## config.mk

```make
export PLATFORM = sky130hd
export DESIGN_NAME = dmem_arbiter
export DESIGN_NICKNAME = d
export VERILOG_FILES = /design/src/rtl/dmem_arbiter.sv
export SDC_FILE = /design/constraint.sdc
export NUM_CORES = 1
export LEC_CHECK = 0
export ABC_AREA = 1
export CAP_MARGIN = 20
export CORE_AREA = 4 4 115 117
export DETAILED_ROUTE_END_ITERATION = 10
export DIE_AREA = 0 0 119 121
export PLACE_DENSITY = 0.7
export SLEW_MARGIN = 10
export SYNTH_ARGS = -nofsm -noshare
export SYNTH_HDL_FRONTEND = slang
export SYNTH_SLANG_ARGS = --single-unit
```

## constraint.sdc

```tcl
create_clock -name clk -period 3.9 [get_ports clk]
set_input_delay 0.39 -clock clk [delete_from_list [all_inputs] [get_ports clk]]
set_output_delay 0.39 -clock clk [all_outputs]
set_load 0.01 [all_outputs]
```

## src/rtl/dmem_arbiter.sv

```systemverilog
// ============================================================================
// Module      : dmem_arbiter
// Description : Two-master arbiter (core LSU / debug loader) for the single
//               ported data memory. Core has default priority; a starvation
//               counter and a debug burst lock guarantee loader progress.
//               Optional macro DMEM_ARB_STATS_EN adds stall/wait counters.
// Revision    : 1.0 - initial release
// ============================================================================
`default_nettype none

module dmem_arbiter #(
    parameter int unsigned STARVE_LIMIT = 4,
    parameter int unsigned MAX_BURST    = 8
) (
    input  logic        clk,
    input  logic        reset,
    input  logic        c_read_en,
    input  logic        c_write_en,
    input  logic [31:0] c_addr,
    input  logic [1:0]  c_store_size,
    input  logic [31:0] c_wdata,
    output logic [31:0] c_rdata,
    output logic        c_stall,
    input  logic        d_req,
    input  logic        d_we,
    input  logic [31:0] d_addr,
    input  logic [1:0]  d_size,
    input  logic [31:0] d_wdata,
    input  logic        d_lock,
    output logic        d_gnt,
    output logic [31:0] d_rdata,
    output logic        d_rvalid,
    output logic        mem_write_en,
    output logic        mem_read_en,
    output logic [31:0] mem_addr,
    output logic [1:0]  mem_store_size,
    output logic [31:0] mem_write_data,
`ifdef DMEM_ARB_STATS_EN
    output logic [31:0] stat_core_stall_cnt,
    output logic [31:0] stat_dbg_wait_cnt,
`endif
    input  logic [31:0] mem_read_data
);

    localparam logic [3:0] C_STARVE_LIMIT = 4'(STARVE_LIMIT);
    localparam logic [7:0] C_MAX_BURST    = 8'(MAX_BURST);
    localparam logic [7:0] C_BURST_SAT    = 8'd255;

    typedef enum logic [0:0] {
        CORE_PRI  = 1'b0,
        DBG_BURST = 1'b1
    } state_t;

    state_t     r_state;
    state_t     w_state_nxt;
    logic [3:0] r_starve_cnt;
    logic [3:0] w_starve_nxt;
    logic [7:0] r_burst_cnt;
    logic [7:0] w_burst_nxt;

    logic w_c_req;
    logic w_force;
    logic w_burst_ok;
    logic w_gnt_c;
    logic w_gnt_d;

    assign w_c_req    = c_read_en | c_write_en;
    assign w_force    = (r_starve_cnt == C_STARVE_LIMIT);
    assign w_burst_ok = d_req & d_lock & (~w_c_req | (r_burst_cnt < C_MAX_BURST));

    // Grant decision; nothing is granted while reset is held.
    always_comb begin
        w_gnt_c = 1'b0;
        w_gnt_d = 1'b0;
        if (!reset) begin
            case (r_state)
                DBG_BURST: begin
                    if (w_burst_ok || (d_req && !w_c_req)) begin
                        w_gnt_d = 1'b1;
                    end else if (w_c_req) begin
                        w_gnt_c = 1'b1;
                    end
                end
                default: begin
                    if (d_req && (!w_c_req || w_force)) begin
                        w_gnt_d = 1'b1;
                    end else if (w_c_req) begin
                        w_gnt_c = 1'b1;
                    end
                end
            endcase
        end
    end

    // Burst tracking: the burst survives only on locked debug grants.
    always_comb begin
        w_state_nxt = r_state;
        w_burst_nxt = r_burst_cnt;
        case (r_state)
            DBG_BURST: begin
                if (w_gnt_d && d_lock) begin
                    if (w_c_req && (r_burst_cnt != C_BURST_SAT)) begin
                        w_burst_nxt = r_burst_cnt + 8'd1;
                    end
                end else begin
                    w_state_nxt = CORE_PRI;
                    w_burst_nxt = 8'd0;
                end
            end
            default: begin
                if (w_gnt_d && d_lock) begin
                    w_state_nxt = DBG_BURST;
                    w_burst_nxt = 8'd1;
                end
            end
        endcase
    end

    always_comb begin
        w_starve_nxt = r_starve_cnt;
        if (w_gnt_d || !d_req) begin
            w_starve_nxt = 4'd0;
        end else if (w_c_req && (r_starve_cnt != C_STARVE_LIMIT)) begin
            w_starve_nxt = r_starve_cnt + 4'd1;
        end
    end

    always_ff @(posedge clk) begin
        if (reset) begin
            r_state      <= CORE_PRI;
            r_starve_cnt <= 4'd0;
            r_burst_cnt  <= 8'd0;
        end else begin
            r_state      <= w_state_nxt;
            r_starve_cnt <= w_starve_nxt;
            r_burst_cnt  <= w_burst_nxt;
        end
    end

    always_comb begin
        mem_write_en   = 1'b0;
        mem_read_en    = 1'b0;
        mem_addr       = 32'd0;
        mem_store_size = 2'd0;
        mem_write_data = 32'd0;
        c_stall        = 1'b0;
        if (w_gnt_c) begin
            mem_write_en   = c_write_en;
            mem_read_en    = c_read_en;
            mem_addr       = c_addr;
            mem_store_size = c_store_size;
            mem_write_data = c_wdata;
        end else if (w_gnt_d) begin
            mem_write_en   = d_we;
            mem_read_en    = ~d_we;
            mem_addr       = d_addr;
            mem_store_size = d_size;
            mem_write_data = d_wdata;
            c_stall        = w_c_req;
        end
    end

    assign d_gnt   = w_gnt_d;
    assign c_rdata = mem_read_data;

    always_ff @(posedge clk) begin
        if (reset) begin
            d_rvalid <= 1'b0;
            d_rdata  <= 32'd0;
        end else begin
            d_rvalid <= w_gnt_d & ~d_we;
            if (w_gnt_d && !d_we) begin
                d_rdata <= mem_read_data;
            end
        end
    end

`ifdef DMEM_ARB_STATS_EN
    always_ff @(posedge clk) begin
        if (reset) begin
            stat_core_stall_cnt <= 32'd0;
            stat_dbg_wait_cnt   <= 32'd0;
        end else begin
            stat_core_stall_cnt <= stat_core_stall_cnt + {31'd0, c_stall};
            stat_dbg_wait_cnt   <= stat_dbg_wait_cnt + {31'd0, d_req & ~w_gnt_d};
        end
    end
`endif

endmodule

`default_nettype wire
```

# == After elaboration in Yosys (flattened, before gate mapping) ==
# Cells that the tools add are included.
# op_classes
reduce_logical,15
n_bitwise,7
add_sub_neg,2
n_mux,26
n_eq_ne,4
order_cmp,1
# ops
operator,count
32-bit two-way mux,4
8-bit two-way mux,4
1-bit two-way mux,16
8-bit by 1-bit adder with 8-bit output (second input constant),1
8-bit by 4-bit < comparator with 1-bit output (second input constant),1
8-bit != test (second input constant),1
1-bit logical AND,6
4-bit by 1-bit adder with 4-bit output (second input constant),1
4-bit by 3-bit == test with 1-bit output (second input constant),1
2-bit two-way mux,2
4-bit by 3-bit != test with 1-bit output (second input constant),1
1-bit bitwise AND,3
1-bit zero test,3
1-bit logical OR,3
3-bit by 2-bit != test with 1-bit output (second input constant),1
1-bit inverter,2
1-bit bitwise OR,2
2-bit AND reduction,1
2-bit nonzero test,1
2-bit OR reduction,1
# word_totals
in_bits,171
register_bits,46

# == Longest topological paths before layout ==
# depth
word_depth,11
ltp_mapped,11
mapped_depth_nobuf,11

# == Least setup slack after synthesis ==
# OpenSTA, ideal clock, no wires.
# synth_path
kind,reg2out
start,register r_starve_cnt[0]
end,output mem_addr[11]
n_path_buf,2
stages_incl_launch_ff,12
path_slack_ns,1.914
t_arrival_ns,1.596
cell_sequence,dfxtp_1 -> inv_1 -> ha_1 -> nand3_1 -> nand3_2 -> nand2_1 -> inv_2 -> a21oi_2 -> buf_4 -> buf_6 -> nand3_1 -> nand2_1
# synth_via
elab_chain_len,8
word_cells_on_any_way,11
classes_between,eq/ne (1); mux (8); reduce/logical (2)
# synth_rtl
item,line,rtl
"start, declared",56,logic [3:0] r_starve_cnt;
"start signal, assigned",135,r_starve_cnt <= w_starve_nxt;
4-bit by 3-bit == test with 1-bit output (*),68,assign w_force = (r_starve_cnt == C_STARVE_LIMIT);
1-bit logical OR (*),85,if (d_req && (!w_c_req || w_force)) begin
1-bit logical AND (*),85,
1-bit two-way mux,85,
1-bit two-way mux,76,case (r_state)
1-bit two-way mux,75,if (!reset) begin
32-bit two-way mux,153,end else if (w_gnt_d) begin
32-bit two-way mux (*),147,if (w_gnt_c) begin
"end, declared",35,"output logic [31:0] mem_addr,"
# Mark *: on every way between the ends. The rest lies on a longest branch, timed or not.

# == Worst setup path after layout ==
# layout_path
start,input d_lock
end,output mem_write_data[5]
# layout_via
elab_chain_len,8
word_cells_on_any_way,11
classes_between,mux (8); bitwise (2); reduce/logical (1)
# layout_rtl
item,line,rtl
"start, declared",29,"input logic d_lock,"
1-bit bitwise AND (*) (2 in a row),69,assign w_burst_ok = d_req & d_lock & (~w_c_req | (r_burst_cnt < C_MAX_BURST));
1-bit logical OR (*),78,if (w_burst_ok || (d_req && !w_c_req)) begin
1-bit two-way mux,78,
1-bit two-way mux,76,
1-bit two-way mux,75,
32-bit two-way mux,153,
32-bit two-way mux (*),147,
"end, declared",37,"output logic [31:0] mem_write_data,"
# Marks and branches as above.

==> impl_metrics.ini <==
[worst_setup_path]
critPathArrivalTime_ns = 2.78
worstSetupStartpointType = primary input
crit_required_ns = 3.51
path_max_fanout = 41
crit_family = buffers and inverters
crit_slowest_cell = clkdlybuf4s50_1
critPathKind = in2out
critical_path_buf_inv_count = 5
crit_path_max_incr_delay_ns = 0.57
end_kind = primary output
crit_chain = clkdlybuf4s50_1 -> inv_1 -> nor2_1 -> nand3_1 -> nand2_2 -> nand4_4 -> inv_2 -> buf_12 -> nand2_1 -> nand2_1 -> clkdlybuf4s50_1

[grt]
antenna_found_initial = 1
grt_pass1_vias = 4093
grt_overflow_total = 0
grt_pass1_wl_mm = 22.3
track_usage_pct = 19.2
grt_start_max_net_pins = 73

[timing]
worst_pin_slew_ns = 0.859
fmax_mhz = 315
rsz0062_at_grt = false
fin_skew_ns = 0.00823
post-route-min-period_ns = 3.17
setup_tns_ns = 0
report.final.slew_viol_count = 0
setup_violations = 0
hold_viol = 0
fin_crit_sh_pct = 81.4
max_slew_margin_pct = 42.6

[power_and_ir_drop]
p_sw_share_pct = 26.7
peakVddDrop_mv = 0.187
clkPwrFrac_pct = 30.4
p_leak_nw = 2.50
seq_power_share_pct = 34.2
p_switching_mw = 0.381
power_density_mw_per_mm2 = 233
p_int_mw = 1.05
p_comb_share_pct = 35.3

[cts]
numCtsBuffers = 5
hold_buffers = 0
postCtsSetupBuffers = 0
path_clk_slew_ns = 0.07
cts_resized = 0
clockRootBuffer = clkbuf_16
numClockSinks = 46
htreeDepth = 2
tritoncts = built
worst_skew_pair.late_latency_ns = 0.28
cts_buffer_depth = 2

[synth]
seq_area_frac_synth_pct = 30.3
ys_types = 26
synth_edf_count = 0
syn-cell-area_sq_mm = 0.00304
yosys-top-cells-count = 213 x nand2_1, 80 x nand3_1, 46 x dfxtp_1
yosys.area.top_type = dfxtp_1
yosysTopAreaCellShare_pct = 30.3
synth-async-reset-ratio_pct = 0
synth_flop_cell = dfxtp_1
yosys.cell_count.top_type = nand2_1
synthTopCellsByArea = dfxtp_1 30%, nand2_1 26%, nand3_1 13%, buf_4 9.2%, o21ai_0 5.3%
syn_nets = 666
yosys_warnings = 0
synthCells = 492
synth.avg_cell_area_sq_um = 6.17
ys_seq_elements = 46

[drt]
drt_wl_total_mm = 15.0
routedWlPerCell_microns = 16.3
dr.pass1.iters = 5
vias = 4178
drcViolationCount = 0
vias_per_cell = 4.54
drtIter0Drc = 425
ant_nets = 0

[die]
placementRows = 41
core_area_sq_mm = 0.0124
ios = 306
die_h_microns = 121
die_area_sq_mm = 0.0144
die_x_microns = 119
start_util_pct = 24.6

[run_status]
status = completed

[placement]
place.gp.congestion = 0.934
hpwlAfterDp_mm = 11.9
io_buffers = 305

[layout]
fillCellCount = 1181
drive_above_1_share_pct = 3.61
multi_input_area_sq_mm = 0.00167
syn2layout_area_growth_pct = 102
final_core_util_pct = 49.6
nNetsFinal = 921
final-seq-area_sq_um = 921
antenna_cells = 0

[worst_hold_path]
worst_hold_path_type = reg2reg

[run]
cap_violations = 0
-- worst min-delay path, stage by stage, from the launching register on --
cell and delay (ns):
dfxtp_1 0.32, nand2_1 0.06, nor2_1 0.03
-- registers in the layout (all words and copies together), names as in the netlist --
name          cells
d_rdata          32
r_burst_cnt       8
r_state           1
r_starve_cnt      4
d_rvalid          1
-- cell families after synthesis --
kind of cell | after synthesis | synth area share [%]
AND/OR/NAND/NOR | 320 | 44.6
buffers and inverters | 76 | 15.3
flip-flops | 46 | 30.3
AO/OA/AOI/OAI | 43 | 7.42
XOR/XNOR | 4 | 1.15
adder cells (fa/ha/maj) | 3 | 1.24
-- power groups by stage --
stage	Clock (mW)	Sequential (mW)	Combinational, mW
detailed placement	0	0.499	0.503
CTS	0.444	0.489	0.508
finish	0.435	0.489	0.504
global placement	0	0.498	0.504
global route	0.458	0.490	0.536
floorplan	0	0.502	0.165
-- area by class of cell --
cell class	count	share of cell area, %
repair buffers	312	51.1
multi-input cells	370	27.2
clock buffers	7	2.33
well taps	172	3.51
clock inverters	1	0.143
flip-flops and latches	46	15.0
inverters	12	0.735
-- worst paths after layout --
check / end / depth (start not counted) / startpoint / slack (ns)
hold / removal: r_burst_cnt[6] / 2 / r_burst_cnt[6] / 0.46
setup reg to reg: d_rdata[29] / 8 / r_starve_cnt[0] / 1.62
setup / recovery: mem_write_data[5] / 11 / d_lock / 0.73
hold reg to reg: r_burst_cnt[6] / 2 / r_burst_cnt[6] / 0.46
-- stage by stage --
stage	setup WS (ns)	cell area, sq um	hold WS, ns	total power, mW	cells
after floorplan	1.91	3040	0.431	0.668	492
after global placement	0.764	5980	0.442	1.00	912
after detailed placement	0.729	5980	0.450	1.00	912
after CTS	0.716	6130	0.460	1.44	920
after global routing	0.562	6130	0.486	1.48	920
final	0.725	6130	0.458	1.43	920
-- cell usage in the layout, fill, tap and decap left out, types with 2 or more instances in the layout --
cell | Yosys | layout
clkbuf_16 | 0 | 5
nand3_1 | 80 | 80
ha_1 | 3 | 3
nand4_1 | 2 | 2
nand2_1 | 213 | 213
dfxtp_1 | 46 | 46
o21ai_0 | 32 | 32
buf_12 | 0 | 2
nor2_4 | 1 | 2
inv_2 | 4 | 4
nor2_1 | 18 | 17
clkdlybuf4s50_1 | 0 | 305
xor2_1 | 4 | 4
nand2_2 | 3 | 3
inv_1 | 8 | 8
a21oi_1 | 6 | 6
buf_4 | 37 | 5
-- metal layers --
metal  GRT usage (%)  up-vias  wire (microns)
met5               0        -              13
met4            3.04        2             133
met3            6.95       13            1560
met2            32.7      213            7140
met1            23.6     1893            6180
li1                -     2057               -
Power figures use the tool's default switching activity.
